## config.mk

```make
export PLATFORM = sky130hd
export DESIGN_NAME = class_fifo_arb
export DESIGN_NICKNAME = d
export VERILOG_FILES = /design/src/rtl/class_fifo_arb.sv
export SDC_FILE = /design/constraint.sdc
export NUM_CORES = 1
export LEC_CHECK = 0
export ABC_AREA = 1
export CAP_MARGIN = 20
export CORE_MARGIN = 2
export CORE_UTILIZATION = 63
export CTS_CLUSTER_DIAMETER = 200
export DETAILED_ROUTE_END_ITERATION = 8
export HOLD_SLACK_MARGIN = 0.05
export PLACE_DENSITY_LB_ADDON = 0.2
export SYNTH_ARGS = -nofsm -noshare
export SYNTH_HDL_FRONTEND = slang
export SYNTH_SLANG_ARGS = --single-unit
```

## constraint.sdc

```tcl
create_clock -name clk -period 7.9 [get_ports clk]
set_input_delay 1.975 -clock clk [delete_from_list [all_inputs] [get_ports clk]]
set_output_delay 1.975 -clock clk [all_outputs]
set_load 0.01 [all_outputs]
```

## src/rtl/class_fifo_arb.sv

```systemverilog
// Four per-class FIFOs fed by the class demux, drained round-robin through one
// registered output port that tags each word with its class index.
module class_fifo_arb #(
    parameter int DATA_W = 12,
    parameter int DEPTH  = 4,
    parameter int PTR_W  = 2
) (
    input  logic              clk,
    input  logic              reset_L,
    input  logic [DATA_W-1:0] data_in0,
    input  logic [DATA_W-1:0] data_in1,
    input  logic [DATA_W-1:0] data_in2,
    input  logic [DATA_W-1:0] data_in3,
    input  logic              valid_0,
    input  logic              valid_1,
    input  logic              valid_2,
    input  logic              valid_3,
    input  logic              pop,
    output logic [DATA_W-1:0] data_out,
    output logic [1:0]        class_out,
    output logic              valid_out,
    output logic [3:0]        full,
    output logic [3:0]        empty,
    output logic [3:0]        overflow
);

    localparam logic [PTR_W:0] FULL_CNT = (PTR_W+1)'(DEPTH);

    logic [DATA_W-1:0] r_mem   [4][DEPTH];
    logic [PTR_W-1:0]  r_wrPtr [4];
    logic [PTR_W-1:0]  r_rdPtr [4];
    logic [PTR_W:0]    r_count [4];
    logic [1:0]        r_rr;

    logic [DATA_W-1:0] w_dataIn [4];
    logic [3:0]        w_validIn;
    logic [3:0]        w_rd;
    logic [3:0]        w_wr;
    logic [3:0]        w_drop;
    logic [1:0]        w_sel;
    logic [1:0]        w_idx;
    logic              w_selValid;
    logic              w_loadSlot;

    assign w_dataIn[0] = data_in0;
    assign w_dataIn[1] = data_in1;
    assign w_dataIn[2] = data_in2;
    assign w_dataIn[3] = data_in3;
    assign w_validIn   = {valid_3, valid_2, valid_1, valid_0};

    for (genvar n = 0; n < 4; n++) begin : g_status
        assign full[n]  = (r_count[n] == FULL_CNT);
        assign empty[n] = (r_count[n] == '0);
    end

    assign w_loadSlot = !valid_out || pop;

    // Walking the offsets downward leaves the nearest non-empty FIFO after rr selected.
    always_comb begin
        w_sel      = '0;
        w_idx      = '0;
        w_selValid = 1'b0;
        for (int i = 3; i >= 0; i--) begin
            w_idx = r_rr + 2'(i);
            if (!empty[w_idx]) begin
                w_sel      = w_idx;
                w_selValid = 1'b1;
            end
        end
    end

    always_comb begin
        w_rd = '0;
        if (w_loadSlot && w_selValid) begin
            w_rd[w_sel] = 1'b1;
        end
        w_wr   = w_validIn & (~full | w_rd);
        w_drop = w_validIn & ~w_wr;
    end

    always_ff @(posedge clk or negedge reset_L) begin
        if (!reset_L) begin
            for (int n = 0; n < 4; n++) begin
                r_wrPtr[n] <= '0;
                r_rdPtr[n] <= '0;
                r_count[n] <= '0;
            end
            overflow <= '0;
        end else begin
            for (int n = 0; n < 4; n++) begin
                if (w_wr[n]) begin
                    r_wrPtr[n] <= r_wrPtr[n] + 1'b1;
                end
                if (w_rd[n]) begin
                    r_rdPtr[n] <= r_rdPtr[n] + 1'b1;
                end
                case ({w_wr[n], w_rd[n]})
                    2'b10:   r_count[n] <= r_count[n] + 1'b1;
                    2'b01:   r_count[n] <= r_count[n] - 1'b1;
                    default: r_count[n] <= r_count[n];
                endcase
            end
            overflow <= overflow | w_drop;
        end
    end

    // A write into a full FIFO lands in the slot being read this edge; the read sees the old word.
    always_ff @(posedge clk) begin
        for (int n = 0; n < 4; n++) begin
            if (w_wr[n]) begin
                r_mem[n][r_wrPtr[n]] <= w_dataIn[n];
            end
        end
    end

    always_ff @(posedge clk or negedge reset_L) begin
        if (!reset_L) begin
            data_out  <= '0;
            class_out <= '0;
            valid_out <= 1'b0;
            r_rr      <= '0;
        end else if (w_loadSlot) begin
            if (w_selValid) begin
                data_out  <= r_mem[w_sel][r_rdPtr[w_sel]];
                class_out <= w_sel;
                valid_out <= 1'b1;
                r_rr      <= w_sel + 2'd1;
            end else begin
                valid_out <= 1'b0;
            end
        end
    end

endmodule

```

# Word-level counts from Yosys, hierarchy flattened
# Memories as Yosys holds them, arrays and structs flattened.
# Index checks and enable logic that the tools add are counted.
[totals]
out_inout_bits = 27
inputBits = 55
mem_bits_rw = 192
reg_bits = 49
n_memories = 1
elab_cells = 141
[op_classes]
order_cmp = 16
muxes = 46
n_reduce_logical = 17
eq_ne = 12
bitwise = 12
n_addsub = 20
[memory_table]
columns = ["memory", "depth", "word_bits", "rd", "rd_ports_with_merged_regs", "write_ports", "line", "text"]
rows = [
  ["r_mem", 4, 48, 1, 0, 4, "29", "logic [DATA_W-1:0] r_mem [4][DEPTH];"],
]
[op_table]
columns = ["operator", "count"]
rows = [
  ["$mux 48", 4],
  ["$demux 12 s2", 4],
  ["$mux 12", 6],
  ["$bmux 12 s2", 1],
  ["$pmux 3 s2", 4],
  ["$add 2x1->2 const B", 10],
  ["$ge 3x3->1 const B", 6],
  ["$not 2->3", 6],
  ["$lt 2x3->1 const B", 5],
  ["$mux 1", 14],
  ["$add 3x1->3 const B", 4],
  ["$eq 3x3->1 const B", 4],
  ["$logic_not 3->1", 4],
  ["$lt 3x1->1 const B", 4],
  ["$mux 2", 6],
  ["$sub 3x1->3 const B", 4],
  ["$and 4x4->4", 2],
  ["$bmux 1 s2", 4],
  ["$eq 2x1->1 const B", 4],
  ["$eq 2x2->1 const B", 4],
  ["$not 4->4", 2],
  ["$or 4x4->4", 2],
  ["$reduce_bool 2->1", 4],
  ["$logic_and 1x1->1", 6],
  ["8 further kinds", 9],
]

# Longest topological paths before layout
# Gate-level depths: netlist (run 1).
[depth]
depth_word = 17
depth_mapped = 22
ltp_nobuf = 20

# Worst setup path before layout (run 1)
# Ideal clock, no wire load.
[synth_path]
path_type = "input port to flip-flop"
startpoint = "input pop"
endpoint = "register r_count[8] (netlist name)"
setup_ns = 0.131
setup_slack_ns = 4.044
t_required_ns = 7.769
t_arrival_ns = 3.725
n_path_buf = 1
path_stages = 13
cell_sequence = "inv_1 nand2_1 a21boi_2 buf_2 nand2_1 nand2_1 nand2_1 ha_1 inv_1 fa_1 a21oi_1 o21ai_0 xor2_1"
[synth_via]
elab_chain_len = 7
word_cells_on_any_way = 9
classes_between = "eq/ne: 2; mux: 2; bitwise: 2; reduce/logical: 3"
[synth_rtl]
columns = ["element", "line", "text"]
rows = [
  ["start: declaration", "18", "input logic pop,"],
  ["$logic_or 1x1->1 *", "56", "assign w_loadSlot = !valid_out || pop;"],
  ["$logic_and 1x1->1 *", "74", "if (w_loadSlot && w_selValid) begin"],
  ["$mux 4 *", "74", ""],
  ["$or 4x4->4", "77", "w_wr = w_validIn & (~full | w_rd);"],
  ["$and 4x4->4", "77", ""],
  ["$eq 2x1->1 or $eq 2x2->1 (tied branches)", "97", "case ({w_wr[n], w_rd[n]})"],
  ["$pmux 3 s2 or $reduce_bool 2->1 (tied branches)", "--", ""],
  ["end signal: indexed assignment", "98", "2'b10: r_count[n] <= r_count[n] + 1'b1;"],
  ["end signal: indexed assignment", "99", "2'b01: r_count[n] <= r_count[n] - 1'b1;"],
  ["end signal: indexed assignment", "100", "default: r_count[n] <= r_count[n];"],
  ["end: declaration", "32", "logic [PTR_W:0] r_count [4];"],
]
# Every way passes the cells marked *; elsewhere a longest branch is shown, timed or not.
# A chain may end at the register's enable or synchronous reset.

==> out/qor_table.md, run 1 <==
| Result | Reported | Unit |
|---|---|---|
| Reg2reg start | r_rr[0]$_DFFE_PN0N_ | - |
| Gp weighted congestion | 0.9396 | - |
| Count of cells resized by post-cts repair | 0 | - |
| I/O Pins | 82 | - |
| Number of buffers between clock root and the deepest sink | 3 | - |
| Final setup fails | 0 | - |
| Final Hold Vio Count | 0 | - |
| DR pass1 iterations | 6 | - |
| Layout cell share with drive strength beyond 1 | 9.190 | % |
| Hold buffers post-CTS | 0 | - |
| Placeable core area | 18580 | um2 |
| Portion of synthesized cell area occupied by the leading cell type | 48.76 | % |
| Compound-gate portion of the synthesized area | 1.280 | % |
| Starting density of the core | 63.64 | % |
| Count of maximum capacitance violations | 0 | - |
| TritonCTS sink count | 241 | - |
| Number of library cell types mapped by synthesis | 32 | - |
| Die width | 141.0 | um |
| Sequential element share of the synthesized area | 59.13 | % |
| Number of rows in the core area | 50 | - |
| Slowest cell on the critical path | nor2_1 | - |
| Setup repair after global routing missed its margin | no | - |
| Number of antenna-violating nets in the routed design | 0 | - |
| Total of warnings raised by yosys | 0 | - |
| Most instantiated flip-flop cell in the synthesis netlist | edfxtp_1 | - |
| Critical path arrival | 4.84 | ns |
| Critical Setup Path Class | in -> reg | - |
| Share of synthesized cell area in and, or, nand and nor gates | 24.48 | % |
| Number of levels in the clock H-tree | 1 | - |
| Mapped Area | 11830 | um2 |
| Most frequent cell after synthesis | nand2_1 | - |
| Clock period minus final worst setup slack | 4.704 | ns |
| Maximum number of pins on one net before global-route repair | 93 | - |
| Fraction of synthesized cell area in xor and xnor cells | 1.481 | % |
| Initial detailed-routing violation count | 1163 | - |
| Syn_area_per_cell | 9.822 | um2 |
| Number of buffers and inverters on the critical path | 2 | - |
| Synth Register Bits | 241 | - |
| Share of synthesized flip-flops with an asynchronous set or reset | 20.33 | % |
| Number of max-slew violations in the final report | 0 | - |
| List of cells traversed by the critical path | clkdlybuf4s50_1, inv_1, nand2_1, a21boi_2, nand2_1, nand2_1, nand2_1, nor2_1 | - |
| Required arrival time at the worst endpoint | 8.04 | ns |
| Share of the clock period used by the worst path | 59.54 | % |
| Largest area contributor in the synthesized netlist | edfxtp_1 | - |
| Clock root buffer | clkbuf_16 | - |
| Full die area | 19880 | um2 |
| Transition time at the pin with the least slew margin | 1.082 | ns |
| Post-DR vias/cell | 5.557 | - |
| Maximum achievable frequency | 0.2126 | GHz |
| Clock slew at the register clock pins of the worst setup and hold paths | 0.06 | ns |
| First element of the critical path | pop | - |
| Placed wire-length estimate | 20970 | um |
| Insertion delay to the later sink of the worst-skew pair | 0.52 | ns |
| CTS tree | yes | - |
| Number of enable-type register cells in the synthesized netlist | 192 | - |
| Mapped Cells | 1204 | - |
| TritonCTS Buffers | 24 | - |
| Post-route cell area | 13400 | um2 |
| Net count of the finished layout | 1347 | - |
| Overall track demand over capacity in global routing | 29.30 | % |
| DR DRC count | 0 | - |
| Crit path max fanout | 22 | - |
| Synth Net Count | 1285 | - |
| Vias | 8435 | - |
| Post-Synth Adder-Cell Area | 3.005 | % |
| Quantity of I/O buffers inserted on ports | 81 | - |
| Area delta synth->final | 13.34 | % |
| Number of global-route vias before repair | 7650 | - |
| Element type at the critical path start | input pin | - |
| Launch point of the worst hold path | r_rdPtr[5]$_DFFE_PN0P_ | - |
| Cell area reported after detailed placement | 12580 | um2 |
| Cells taking the most area after synthesis | edfxtp_1 49%, nand2_1 10%, dfrtp_1 10% | - |
| Portion of netlist area occupied by mux cells | 0 | % |
| Final Routed Wirelength | 29100 | um |
| Top delay family on crit path | simple AND/OR/NAND/NOR gates | - |
| Main combinational cell family by area after synthesis | simple AND/OR/NAND/NOR gates | - |
| Count of antenna diodes in the layout | 0 | - |
| Post-CTS setup repair buffer count | 0 | - |
| Commonest cells in the synthesized netlist | 327 x nand2_1, 224 x inv_1, 192 x edfxtp_1, 165 x nand3_1, 49 x dfrtp_1 | - |
| Worst min-delay path class | reg -> reg | - |
| Overflow after GRT | 0 | - |
| Die H | 141.0 | um |
| Initial antenna violation count | 0 | - |
| Hold Slack | 0.4770 | ns |
| Fin Setup TNS | 0 | ns |
| Crit end category | flop | - |
| Max incr delay on CP | 0.81 | ns |
| Wire per inst | 19.17 | um |
| Worst slew margin relative to its limit | 27.87 | % |
| Most numerous cell on the critical path | nand2_1 | - |
| First-pass GRT wire length | 43560 | um |
| Status | finished clean | - |
| Layout Skew | 0.01508 | ns |
## logic make-up after synthesis
| family | after synthesis |
|---|---|
| and+or+nand+nor | 609 |
| adders and majority gates | 26 |
| buffers and inverters | 283 |
| xor gates and xnor gates | 20 |
| DFF | 241 |
| AOI/OAI and AO/OA | 25 |
## through the flow
| stage | instances | setup WS, ns | util [%] |
|---|---|---|---|
| 3_5_place_dp | 1471 | 2.660 | 67.72 |
| 3_3_place_gp | 1471 | 2.795 | 67.72 |
| 6_report | 1518 | 3.196 | 72.13 |
| 2_1_floorplan | 1204 | 4.044 | - |
| 5_1_grt | 1518 | 2.895 | 72.13 |
| 4_1_cts | 1515 | 3.174 | 72.01 |
## final timing paths
check / slack [ns] / to / cells after the start
max in group asynchronous: 5.86 / r_wrPtr[1]$_DFFE_PN0P_ / 2
min in group asynchronous: 1.56 / r_wrPtr[2]$_DFFE_PN0P_ / 2
worst min register to register: 0.48 / r_rdPtr[5]$_DFFE_PN0P_ / 1
worst max register to register: 3.49 / r_mem[3][46]$_DFFE_PP_ / 14
worst max-delay path: 3.20 / r_mem[3][46]$_DFFE_PP_ / 8
worst min-delay path: 0.48 / r_rdPtr[5]$_DFFE_PN0P_ / 1
## layer usage
metal  routed length [um]  global-route usage (%)
met1                11720                   40.82
met3                 2621                   5.095
met2                13360                   45.91
met4                 1401                   12.89
met5                    0                       0
## area by class of cell
class / instances / area [um2]
clock buffers: 29 / 660.6
multi-input cells: 680 / 3585
repair buffers: 89 / 865.8
flip-flops and latches: 241 / 6992
well taps: 234 / 292.8
clock inverters: 15 / 136.4
inverters: 230 / 870.8
fillers: 1318 / 5177
## cell usage in the layout (no fill, tap or decap), drive strengths merged, types with 6 or more instances in the layout
cell	instances
nand2	341
inv	232
nand3	197
edfxtp	192
clkdlybuf4s50	80
dfrtp	49
nor2	41
clkbuf	29
nand3b	24
ha	22
xor2	18
o21ai	11
buf	9
a21oi	8
clkinv	8
nor3	6
## sequential cells by signal, indices dropped and copies added, names as in the netlist
name / flops
overflow: 4
data_out: 12
r_rr: 2
r_count: 12
r_wrPtr: 8
class_out: 2
r_mem: 192
r_rdPtr: 8
valid_out: 1
Power of run 1 is left out: the tool's default activity adds up to more than one toggle a clock period on the data nets, which glitch-free logic cannot reach.
==> run 2, diff against run 1 <==
- CORE_UTILIZATION: 63 -> 59
- clock period: 7.9 -> 4.6 ns (I/O delays scaled with it)
==> run 2 against run 1 <==
  * Die area is 6.6% higher
  * Final cell count is 3.4% higher
  * Critical path depth is 10 higher
  * Non-clock buffer count is 16 higher
  * Wire length is 3.3% lower
  * Core utilization is 2.3 points lower
  * Worst setup slack worse by 2.3 ns
  * Global-route usage is 2.1 points lower
  * Flip-flop and latch count stayed put
  * Hold slack better by 0.0029 ns
  * Register-to-register slack worse by 2.6 ns
  * Sequential share of layout area is 1.1 points lower
  * Largest cell class unchanged
==> out/qor_table.md, run 2 (synthesis results as in run 1) <==
| Result | Reported | Unit | Delta |
|---|---|---|---|
| Status | finished clean | - | unchanged |
| Layout Skew | 0.01645 | ns | was 0.01508 ns |
| Overall track demand over capacity in global routing | 27.17 | % | was 29.30% |
| Largest register FFs | 192 | - | unchanged |
| Final Routed Wirelength | 28150 | um | was 29100 um |
| Transition time at the pin with the least slew margin | 1.061 | ns | was 1.082 ns |
| Net count of the finished layout | 1365 | - | was 1347 |
| Worst slew margin relative to its limit | 29.29 | % | was 27.87% |
| DR pass1 iterations | 6 | - | unchanged |
| CTS tree | yes | - | unchanged |
| Clock period minus final worst setup slack | 3.674 | ns |  |
| Number of antenna-violating nets in the routed design | 0 | - | unchanged |
| Clock root buffer | clkbuf_16 | - | unchanged |
| Highest-count cells in the layout ignoring fill and taps | 327 x nand2_1, 224 x inv_1, 192 x edfxtp_1, 165 x nand3_1, 80 x clkdlybuf4s50_1 | - | unchanged |
| Footprint of the multi-input gates | 3585 | um2 | unchanged |
| Area delta synth->final | 15.71 | % | was 13.34% |
| Most frequent standard cell in the layout excluding fill and tap cells | nand2_1 | - | unchanged |
| Starting density of the core | 60.36 | % | was 63.64% |
| Maximum achievable frequency | 0.2722 | GHz |  |
| Count of cells resized by post-cts repair | 0 | - | unchanged |
| Number of buffers between clock root and the deepest sink | 3 | - | unchanged |
| Post-CTS setup repair buffer count | 0 | - | unchanged |
| Clock slew at the register clock pins of the worst setup and hold paths | 0.06 | ns | about the same |
| TritonCTS sink count | 241 | - | unchanged |
| Final Hold Vio Count | 0 | - | unchanged |
| Slack of the worst reg-to-reg path | 0.93 | ns | was 3.49 ns |
| Initial antenna violation count | 0 | - | unchanged |
| Number of global-route vias before repair | 7927 | - | was 7650 |
| Final setup fails | 0 | - | unchanged |
| I/O Pins | 82 | - | unchanged |
| Layout cell share with drive strength beyond 1 | 10.66 | % | was 9.190% |
| Hold buffers post-CTS | 0 | - | unchanged |
| Vias | 8354 | - | was 8435 |
| Placed wire-length estimate | 19750 | um | was 20970 um |
| Placeable core area | 19590 | um2 | was 18580 um2 |
| Initial detailed-routing violation count | 881 | - | was 1163 |
| Required arrival time at the worst endpoint | 5.03 | ns | was 8.04 ns |
| Share of the clock period used by the worst path | 79.86 | % |  |
| Die H | 145.6 | um | was 141.0 um |
| Full die area | 21190 | um2 | was 19880 um2 |
| Crit end category | flop | - | unchanged |
| Element type at the critical path start | flop | - | was input pin |
| Number of levels in the clock H-tree | 1 | - | unchanged |
| Number of fill cells | 1520 | - | was 1318 |
| Hold Slack | 0.4799 | ns | was 0.4770 ns |
| Gp weighted congestion | 0.9129 | - | was 0.9396 |
| Number of rows in the core area | 51 | - | was 50 |
| Critical Setup Path Class | reg -> reg | - | was in -> reg |
| Wire per inst | 17.94 | um | was 19.17 um |
| Die width | 145.6 | um | was 141.0 um |
| Setup repair after global routing missed its margin | no | - | unchanged |
| Count of antenna diodes in the layout | 0 | - | unchanged |
| Number of max-slew violations in the final report | 0 | - | unchanged |
| Post-DR vias/cell | 5.324 | - | was 5.557 |
| TritonCTS Buffers | 26 | - | was 24 |
| Fin Setup TNS | 0 | ns | unchanged |
| Crit path max fanout | 103 | - | was 22 |
| Reg area | 6992 | um2 | unchanged |
| Critical path arrival | 4.10 | ns | was 4.84 ns |
| Count of maximum capacitance violations | 0 | - | unchanged |
| First-pass GRT wire length | 44410 | um | was 43560 um |
| Maximum number of pins on one net before global-route repair | 104 | - | was 93 |
| Insertion delay to the later sink of the worst-skew pair | 0.54 | ns | was 0.52 ns |
| Worst min-delay path class | reg -> reg | - | unchanged |
| Quantity of I/O buffers inserted on ports | 81 | - | unchanged |
| Overflow after GRT | 0 | - | unchanged |
| DR DRC count | 0 | - | unchanged |
==> run 2: cell count changes in the layout (fill, tap and decap cells not counted) <==
cell / change
buf_4: +16
clkbuf_16: +4
clkinv_1: -3
clkinvlp_4: -3
clkbuf_1: +2
clkbuf_8: +2
clkinv_4: +2
inv_6: -1
inv_8: +1
==> run 2: final cells by class <==
type / instances / area share (%)
clock buffer: 37 / 5.816
clock inverter: 11 / 0.8961
timing repair buffer: 105 / 7.206
sequential: 241 / 51.10
inverter: 230 / 6.364
multi-input combinational: 680 / 26.20
tap: 265 / 2.423
==> run 2: final timing paths <==
check | endpoint | cells after the start | from
max | data_out[4]$_DFFE_PN0N_ | 18 | r_rr[0]$_DFFE_PN0N_
min | overflow[1]$_DFF_PN0_ | 1 | overflow[1]$_DFF_PN0_
max reg2reg | data_out[4]$_DFFE_PN0N_ | 18 | r_rr[0]$_DFFE_PN0N_
min reg2reg | overflow[1]$_DFF_PN0_ | 1 | overflow[1]$_DFF_PN0_
max in group asynchronous | overflow[0]$_DFF_PN0_ | 2 | reset_L
min in group asynchronous | r_wrPtr[2]$_DFFE_PN0P_ | 1 | reset_L
==> run 2: metal layers <==
metal  part of all wire, %  track usage [%]
met5                     0                0
met4                   4.2            10.44
met3                   9.3            4.608
met2                    45            42.27
met1                    41            38.78
==> run 2: per-stage QoR <==
step | std cells | setup WS (ns) | util (%) | cell area [um2]
floorplan | 1204 | 1.494 | - | 11830
global placement | 1521 | 0.9930 | 65.16 | 12760
detailed placement | 1521 | 0.9593 | 65.16 | 12760
CTS | 1569 | 0.9391 | 69.85 | 13680
global route | 1569 | 0.5380 | 69.85 | 13680
finish | 1569 | 0.9264 | 69.85 | 13680
==> run 2: critical path: stages (launching register included) <==
cell and delay (ns):
dfrtp_1 0.67, inv_8 0.08, nand3_2 0.10, nand3_1 0.09
nand2_1 0.10, inv_2 0.04, nand2_2 0.11, nand3_4 0.29
nand2_4 0.21, buf_4 0.83, nand2_1 0.11, nand3_1 0.13
nand2_2 0.27, nand2_1 0.16, nand2_1 0.06, nand2_1 0.06
nand2_1 0.11, nand2_1 0.07, nand2_1 0.05
Power of run 2 is left out for the same reason.
